--- config.mk ---
export PLATFORM = sky130hd
export DESIGN_NAME = scr1_tapc_ctrl
export DESIGN_NICKNAME = d
export VERILOG_FILES = /design/src/rtl/scr1_tapc_pkg.sv /design/src/rtl/scr1_tapc_fsm.sv /design/src/rtl/scr1_tapc_ctrl.sv
export SDC_FILE = /design/constraint.sdc
export NUM_CORES = 1
export LEC_CHECK = 0
export ABC_CLOCK_PERIOD_IN_PS = 3100
export CAP_MARGIN = 40
export CORE_MARGIN = 2
export CORE_UTILIZATION = 55
export CTS_BUF_LIST = sky130_fd_sc_hd__clkbuf_8
export CTS_CLUSTER_SIZE = 40
export DETAILED_ROUTE_END_ITERATION = 7
export PLACE_DENSITY = 0.93
export SYNTH_ARGS = -nofsm -noshare
export SYNTH_HDL_FRONTEND = slang
export SYNTH_SLANG_ARGS = --single-unit
--- constraint.sdc ---
create_clock -name clk -period 3.1 [get_ports clk]
set_input_delay 0.62 -clock clk [delete_from_list [all_inputs] [get_ports clk]]
set_output_delay 0.62 -clock clk [all_outputs]
set_load 0.02 [all_outputs]
--- src/rtl/scr1_tapc_pkg.sv ---
// Shared TAP controller types and constants: state encoding, IR width, opcodes, IDCODE value.
package scr1_tapc_pkg;

  localparam int SCR1_IR_WIDTH = 5;

  localparam logic [SCR1_IR_WIDTH-1:0] SCR1_IR_IDCODE  = 5'h01;
  localparam logic [SCR1_IR_WIDTH-1:0] SCR1_IR_BYPASS  = 5'h1F;
  localparam logic [SCR1_IR_WIDTH-1:0] SCR1_IR_DTMCS   = 5'h10;
  localparam logic [SCR1_IR_WIDTH-1:0] SCR1_IR_DMI     = 5'h11;
  localparam logic [SCR1_IR_WIDTH-1:0] SCR1_IR_CAPTURE = {{(SCR1_IR_WIDTH-2){1'b0}}, 2'b01};

  localparam logic [31:0] SCR1_IDCODE_VALUE = 32'hDEB11001;

  typedef enum logic [3:0] {
    TAP_TLR,
    TAP_RTI,
    TAP_SEL_DR,
    TAP_CAP_DR,
    TAP_SHIFT_DR,
    TAP_EXIT1_DR,
    TAP_PAUSE_DR,
    TAP_EXIT2_DR,
    TAP_UPD_DR,
    TAP_SEL_IR,
    TAP_CAP_IR,
    TAP_SHIFT_IR,
    TAP_EXIT1_IR,
    TAP_PAUSE_IR,
    TAP_EXIT2_IR,
    TAP_UPD_IR
  } tap_state_e;

endpackage

--- src/rtl/scr1_tapc_fsm.sv ---
// IEEE 1149.1 TAP state machine; state register on posedge TCK plus registered-state decodes.
// state    | meaning
// TLR      | test-logic-reset, DR sync reset asserted
// RTI      | run-test/idle
// SEL_*    | select DR / IR scan column
// CAP_*    | capture into shift register
// SHIFT_*  | serial shift tdi -> tdo
// EXIT*/PAUSE_* | scan pause path
// UPD_*    | update from shift register
module scr1_tapc_fsm
  import scr1_tapc_pkg::*;
(
  input  logic clk,
  input  logic rst_n,
  input  logic i_tms,
  output logic o_tlr,
  output logic o_cap_ir,
  output logic o_shift_ir,
  output logic o_upd_ir,
  output logic o_cap_dr,
  output logic o_shift_dr,
  output logic o_upd_dr
);

  tap_state_e r_state;
  tap_state_e w_state_next;

  always_ff @(posedge clk or negedge rst_n) begin
    if (!rst_n) r_state <= TAP_TLR;
    else        r_state <= w_state_next;
  end

  always_comb begin
    w_state_next = r_state;
    case (r_state)
      TAP_TLR:      w_state_next = i_tms ? TAP_TLR      : TAP_RTI;
      TAP_RTI:      w_state_next = i_tms ? TAP_SEL_DR   : TAP_RTI;
      TAP_SEL_DR:   w_state_next = i_tms ? TAP_SEL_IR   : TAP_CAP_DR;
      TAP_CAP_DR:   w_state_next = i_tms ? TAP_EXIT1_DR : TAP_SHIFT_DR;
      TAP_SHIFT_DR: w_state_next = i_tms ? TAP_EXIT1_DR : TAP_SHIFT_DR;
      TAP_EXIT1_DR: w_state_next = i_tms ? TAP_UPD_DR   : TAP_PAUSE_DR;
      TAP_PAUSE_DR: w_state_next = i_tms ? TAP_EXIT2_DR : TAP_PAUSE_DR;
      TAP_EXIT2_DR: w_state_next = i_tms ? TAP_UPD_DR   : TAP_SHIFT_DR;
      TAP_UPD_DR:   w_state_next = i_tms ? TAP_SEL_DR   : TAP_RTI;
      TAP_SEL_IR:   w_state_next = i_tms ? TAP_TLR      : TAP_CAP_IR;
      TAP_CAP_IR:   w_state_next = i_tms ? TAP_EXIT1_IR : TAP_SHIFT_IR;
      TAP_SHIFT_IR: w_state_next = i_tms ? TAP_EXIT1_IR : TAP_SHIFT_IR;
      TAP_EXIT1_IR: w_state_next = i_tms ? TAP_UPD_IR   : TAP_PAUSE_IR;
      TAP_PAUSE_IR: w_state_next = i_tms ? TAP_EXIT2_IR : TAP_PAUSE_IR;
      TAP_EXIT2_IR: w_state_next = i_tms ? TAP_UPD_IR   : TAP_SHIFT_IR;
      TAP_UPD_IR:   w_state_next = i_tms ? TAP_SEL_DR   : TAP_RTI;
      default:      w_state_next = TAP_TLR;
    endcase
  end

  assign o_tlr      = (r_state == TAP_TLR);
  assign o_cap_ir   = (r_state == TAP_CAP_IR);
  assign o_shift_ir = (r_state == TAP_SHIFT_IR);
  assign o_upd_ir   = (r_state == TAP_UPD_IR);
  assign o_cap_dr   = (r_state == TAP_CAP_DR);
  assign o_shift_dr = (r_state == TAP_SHIFT_DR);
  assign o_upd_dr   = (r_state == TAP_UPD_DR);

endmodule

--- src/rtl/scr1_tapc_ctrl.sv ---
// TAP controller front end: IR, decoder, BYPASS/IDCODE registers and negedge-retimed TDO.
// Define SCR1_TAPC_IDCODE_EN to include the IDCODE register; otherwise IDCODE decodes as BYPASS.
module scr1_tapc_ctrl
  import scr1_tapc_pkg::*;
(
  input  logic                     clk,
  input  logic                     rst_n,
  input  logic                     tms,
  input  logic                     tdi,
  output logic                     tdo,
  output logic                     tdo_en,
  output logic                     rst_n_sync,
  output logic [1:0]               fsm_dr_select,
  output logic                     fsm_dr_capture,
  output logic                     fsm_dr_shift,
  output logic                     fsm_dr_update,
  input  logic [1:0]               dr_tdo,
  output logic [SCR1_IR_WIDTH-1:0] ir_value
);

`ifdef SCR1_TAPC_IDCODE_EN
  localparam logic [SCR1_IR_WIDTH-1:0] IR_DEFAULT = SCR1_IR_IDCODE;
`else
  localparam logic [SCR1_IR_WIDTH-1:0] IR_DEFAULT = SCR1_IR_BYPASS;
`endif

  logic w_tlr, w_cap_ir, w_shift_ir, w_upd_ir, w_cap_dr, w_shift_dr, w_upd_dr;
  logic [SCR1_IR_WIDTH-1:0] r_ir_shift;
  logic [SCR1_IR_WIDTH-1:0] r_ir;
  logic r_bypass;
  logic r_tdo, r_tdo_en;
  logic w_sel_dtmcs, w_sel_dmi, w_sel_idcode, w_sel_bypass;
  logic w_idcode_tdo;
  logic w_dr_tdo;

  scr1_tapc_fsm u_fsm (
    .clk        (clk),
    .rst_n      (rst_n),
    .i_tms      (tms),
    .o_tlr      (w_tlr),
    .o_cap_ir   (w_cap_ir),
    .o_shift_ir (w_shift_ir),
    .o_upd_ir   (w_upd_ir),
    .o_cap_dr   (w_cap_dr),
    .o_shift_dr (w_shift_dr),
    .o_upd_dr   (w_upd_dr)
  );

  always_ff @(posedge clk or negedge rst_n) begin
    if (!rst_n)          r_ir_shift <= '0;
    else if (w_cap_ir)   r_ir_shift <= SCR1_IR_CAPTURE;
    else if (w_shift_ir) r_ir_shift <= {tdi, r_ir_shift[SCR1_IR_WIDTH-1:1]};
  end

  // IR changes on negedge so the new instruction is stable before the next posedge.
  always_ff @(negedge clk or negedge rst_n) begin
    if (!rst_n)        r_ir <= IR_DEFAULT;
    else if (w_tlr)    r_ir <= IR_DEFAULT;
    else if (w_upd_ir) r_ir <= r_ir_shift;
  end

  always_comb begin
    w_sel_dtmcs  = 1'b0;
    w_sel_dmi    = 1'b0;
    w_sel_idcode = 1'b0;
    case (r_ir)
      SCR1_IR_DTMCS:  w_sel_dtmcs  = 1'b1;
      SCR1_IR_DMI:    w_sel_dmi    = 1'b1;
`ifdef SCR1_TAPC_IDCODE_EN
      SCR1_IR_IDCODE: w_sel_idcode = 1'b1;
`endif
      default: ;
    endcase
  end

  assign w_sel_bypass = ~(w_sel_dtmcs | w_sel_dmi | w_sel_idcode);

  always_ff @(posedge clk or negedge rst_n) begin
    if (!rst_n) begin
      r_bypass <= 1'b0;
    end else if (w_sel_bypass) begin
      if (w_cap_dr)        r_bypass <= 1'b0;
      else if (w_shift_dr) r_bypass <= tdi;
    end
  end

`ifdef SCR1_TAPC_IDCODE_EN
  logic [31:0] r_idcode;

  always_ff @(posedge clk or negedge rst_n) begin
    if (!rst_n) begin
      r_idcode <= SCR1_IDCODE_VALUE;
    end else if (w_sel_idcode) begin
      if (w_cap_dr)        r_idcode <= SCR1_IDCODE_VALUE;
      else if (w_shift_dr) r_idcode <= {tdi, r_idcode[31:1]};
    end
  end

  assign w_idcode_tdo = r_idcode[0];
`else
  assign w_idcode_tdo = 1'b0;
`endif

  always_comb begin
    w_dr_tdo = r_bypass;
    if (w_sel_dtmcs)       w_dr_tdo = dr_tdo[0];
    else if (w_sel_dmi)    w_dr_tdo = dr_tdo[1];
    else if (w_sel_idcode) w_dr_tdo = w_idcode_tdo;
  end

  always_ff @(negedge clk or negedge rst_n) begin
    if (!rst_n) begin
      r_tdo    <= 1'b0;
      r_tdo_en <= 1'b0;
    end else begin
      r_tdo_en <= w_shift_ir | w_shift_dr;
      if (w_shift_ir)      r_tdo <= r_ir_shift[0];
      else if (w_shift_dr) r_tdo <= w_dr_tdo;
      else                 r_tdo <= 1'b0;
    end
  end

  assign tdo            = r_tdo;
  assign tdo_en         = r_tdo_en;
  assign rst_n_sync     = ~w_tlr;
  assign fsm_dr_select  = {w_sel_dmi, w_sel_dtmcs};
  assign fsm_dr_capture = w_cap_dr;
  assign fsm_dr_shift   = w_shift_dr;
  assign fsm_dr_update  = w_upd_dr;
  assign ir_value       = r_ir;

endmodule

After elaboration in Yosys (flattened, before gate mapping)
Index checks and enable logic that the tools add are counted.
Widths: inputs -> output; s select.

storage, ports and cells
  register bits = 17
  output and inout port bits = 13
  word-level logic and storage cells = 60

cells by class
  equality and inequality tests = 17
  muxes and demuxes = 25
  bitwise operators = 4
  reduce and logical (&&, ||, !) cells = 8

operators by type and width
  operator            count
  $pmux 4 s12         1
  $eq 4x4->1 const B  8
  $mux 5              4
  $eq 4x3->1 const B  4
  $mux 4              4
  $mux 1              11
  $eq 5x5->1 const B  2
  $eq 4x2->1 const B  2
  $mux 2              3
  $mux 3              2
  $reduce_bool 2->1   3
  $eq 4x1->1 const B  1
  $logic_not 4->1     1
  $reduce_or 2->1     2
  $reduce_or 3->1     1
  $not 1->1           2
  $or 1x1->1          2
  $reduce_and 2->1    1

Longest topological paths before layout
  word-level depth = 6
  depth in mapped cells = 6

Modules after synthesis
A second synthesis with hierarchy kept.

second synthesis, totals
  cells, all modules = 100
  area, all modules = 939.7 µm²

modules (own cells, without submodules)
  module          instances  cells an instance  area each (µm²)
  scr1_tapc_ctrl  1          54                 600.6
  scr1_tapc_fsm   1          46                 339.1

==> key figures <==
Pwr
  – Combinational Power Share: 51.9%
  – Reg power frac: 33.1%
  – Switching share of power: between 40% and 50%
  – Leak pwr: 0.000617 uW
  – Int Power: 748 uW
  – Worst VDD drop: 0.633 mV
  – Pwr dens: 988 mW/mm^2
  – Clk network pwr share: ~15%
  – Switch Pwr: 573 uW

Detailed routing
  – Wire length per cell: 18.6 microns
  – Final wirelength: 2.93 mm
  – Post-route antenna net violation count: 0
  – DRC: 0
  – DR iter-0 viols: 47
  – Via density: approximately 6.4
  – TritonRoute pass-1 iters: 4
  – Total number of vias: 999

GRT
  – Met1 Resource Use GR: 34.8%
  – GR Overflow Total: 0
  – Vias in the first global route: roughly 960
  – Grt met3 use: around 5.6%
  – GRT Overall Usage: 30.2%
  – GRT Max-Usage Layer: met2
  – Met2 usage in global routing: 53.0%
  – Initial antenna violation count: 0
  – Global-route wire length before repair: 4.40 mm
  – Largest net degree at the start of global routing: 14

Worst setup path
  – Worst setup SP type: flop
  – Worst EP required: 2.48 ns
  – Peak fanout along the critical path: 3
  – Crit path launch: ir_value[4]$_DFFE_NN1P_
  – Crit end category: output port
  – R2R setup slack: -0.17 ns
  – Reg2reg start: ir_value[4]$_DFFE_NN1P_
  – Setup CP Type: reg2out
  – Critical Path End: fsm_dr_select[1]
  – Critical R2R Capture: r_bypass$_DFFE_PN0P_
  – Worst-case reg-to-reg path depth: 4
  – Endpoint arrival time on the critical path: 3.13 ns

STA
  – Worst-margin pin slew: 0.451 ns
  – TNS Setup: -2.38 ns
  – Setup violators final: 8
  – Post-Route Skew: 0.0936 ns
  – Final worst slack: -0.647 ns
  – RSZ-0062 raised after global routing: true
  – Worst slew margin: 69.8%
  – Fin. Hold Viols: 0
  – Slew Limit Fails: 0

Clocking
  – CTS buffer count: 3
  – Clock Path Buffers: 2
  – Root Driver: clkbuf_8
  – Clk sinks: 17
  – H-tree levels: 1
  – Clk_lat worst skew: about 0.34 ns
  – CTS tree: done
  – Clk slew on worst S/H paths: 0.06 ns

Placement
  – Port bufs: 18
  – Number of cells after detailed placement: around 140
  – Post-place setup slack: -0.849 ns
  – RD Place Congestion: 0.832
  – Dpl hpwl: between 1.5 and 2 mm

Synth
  – Seq/Total Area, Yosys: 45.2%
  – Netlist cell types: 39
  – Post-synth EDFFs: 0
  – FFs w/ async S/R, synth: between 90% and 100%
  – Post-synthesis instance area: 955 sq um
  – Synth warn: 0
  – Flops & latches, synth: 17
  – Post-Syn Area per Cell: 9.01 sq um
  – Cells after Synth: 106
  – Ys flop type: dfrtp_1
  – Syn nets: 112

Floorplan
  – Chip Width: 45.7 microns
  – Die area: 0.00208 sq mm
  – Die Y: 45.7 microns
  – Initial Util: between 50 and 60%
  – Rows: 15
  – Ports: 19
  – Core area: 0.00167 sq mm

Outcome
  – Failing checks: negative setup slack
  – Run status: finished with violations

Layout
  – Share of cells above drive strength 1: 32.9%
  – Area grow syn2layout: 40.1%
  – Ant. Diodes: 0
  – Layout Nets: 147
  – Most common cell after layout, fill and taps aside: buf_4
  – Most frequent cells in the layout: buf_4 (14), o21ai_0 (13), buf_6 (13)
  – Filler cells: 98
  – Fin cells: between 150 and 200

Min path
  – Hold Path Class: reg2reg
  – Worst hold path depth: 2

Flow run
  – Maxcap violations: 0
[cell families (layout without fill, tap and decap cells)]
logic type,after synthesis,in the layout,synth area share [%]
and+or+nand+nor,38,38,21.9
AOI/OAI and AO/OA,31,31,20.8
DFF,17,17,45.2
buffers and inverters,17,51,8.91
muxes,2,2,2.23
xor gates and xnor gates,1,1,0.918
[cell type report]
| cell class | count | area, sq um | share of cell area, % |
|---|---|---|---|
| clock buffers | 3 | 41.3 | 3.09 |
| clock inverters | 6 | 22.5 | 1.68 |
| inverters | 4 | 16.3 | 1.22 |
| multi-input cells | 72 | 447 | 33.4 |
| flip-flops and latches | 17 | 432 | 32.3 |
| well taps | 17 | 21.3 | 1.59 |
| repair buffers | 38 | 358 | 26.8 |
[what timing repair did]
item | in CTS | in global routing
setup endpoints to repair | 9 | 9
buffers inserted | 3 | 4
resized for setup | 52 | 8
hold buffers | 0 | 0
[cell usage after synthesis, drive strengths merged (2+ instances only)]
cell / number / area share, %
a21oi: 3 / 1.6
o221ai: 2 / 1.8
nand3: 3 / 1.6
dfstp: 5 / 14
o21ai: 14 / 7.3
clkbuf: 5 / 2.0
nor3: 2 / 1.0
inv: 4 / 1.6
dfrtn: 2 / 5.2
buf: 7 / 4.8
or4: 2 / 2.0
a22oi: 5 / 3.9
nor2: 11 / 4.3
nand3b: 2 / 1.6
dfrtp: 10 / 26
a211oi: 2 / 1.6
nand2: 9 / 3.5
nor2b: 2 / 1.3
[state kept, by name, summed over array words and instances, names as in the netlist]
register / flops
r_bypass: 1
tdo_en: 1
u_fsm.r_state: 4
r_ir_shift: 5
ir_value: 5
tdo: 1
[metal layers]
layer	part of all wire (%)	up-vias
li1	-	445
met1	38	476
met2	51	54
met3	5.4	24
met4	5.5	0
met5	0	-
[worst max-delay path: stages, from the launching register on]
cell	delay (ns)
dfstp_2	0.52
or4b_4	0.49
nor2_2	0.13
buf_6	0.13
[metrics by stage]
| step | util (%) | total power, uW | hold slack [ns] | cell area [sq um] |
|---|---|---|---|---|
| floorplan | - | 804 | 0.324 | 955 |
| global placement | 72.1 | 1000 | 0.488 | 1200 |
| detailed placement | 72.1 | 1050 | 0.510 | 1200 |
| CTS | 78.6 | 1270 | 0.526 | 1310 |
| global route | 80.1 | 1400 | 0.566 | 1340 |
| finish | 80.1 | 1320 | 0.525 | 1340 |
[worst min-delay path by stage]
stage,start,endpoint
2_1_floorplan,rst_n,r_bypass$_DFFE_PN0P_
3_3_place_gp,r_bypass$_DFFE_PN0P_,r_bypass$_DFFE_PN0P_
3_5_place_dp,r_ir_shift[3]$_DFFE_PN0N_,r_ir_shift[3]$_DFFE_PN0N_
4_1_cts,r_ir_shift[3]$_DFFE_PN0N_,r_ir_shift[3]$_DFFE_PN0N_
5_1_grt,r_bypass$_DFFE_PN0P_,r_bypass$_DFFE_PN0P_
6_report,r_ir_shift[3]$_DFFE_PN0N_,r_ir_shift[3]$_DFFE_PN0N_
[power by group through the flow]
stage                     sequential (uW)  clock, uW  combinational (uW)
after floorplan                       409       12.0                 383
after global placement                409       12.0                 581
after detailed placement              422       12.0                 614
after CTS                             424        184                 660
after global routing                  452        213                 740
final                                 437        199                 686
No activity file was read; power rests on OpenSTA's default activity.
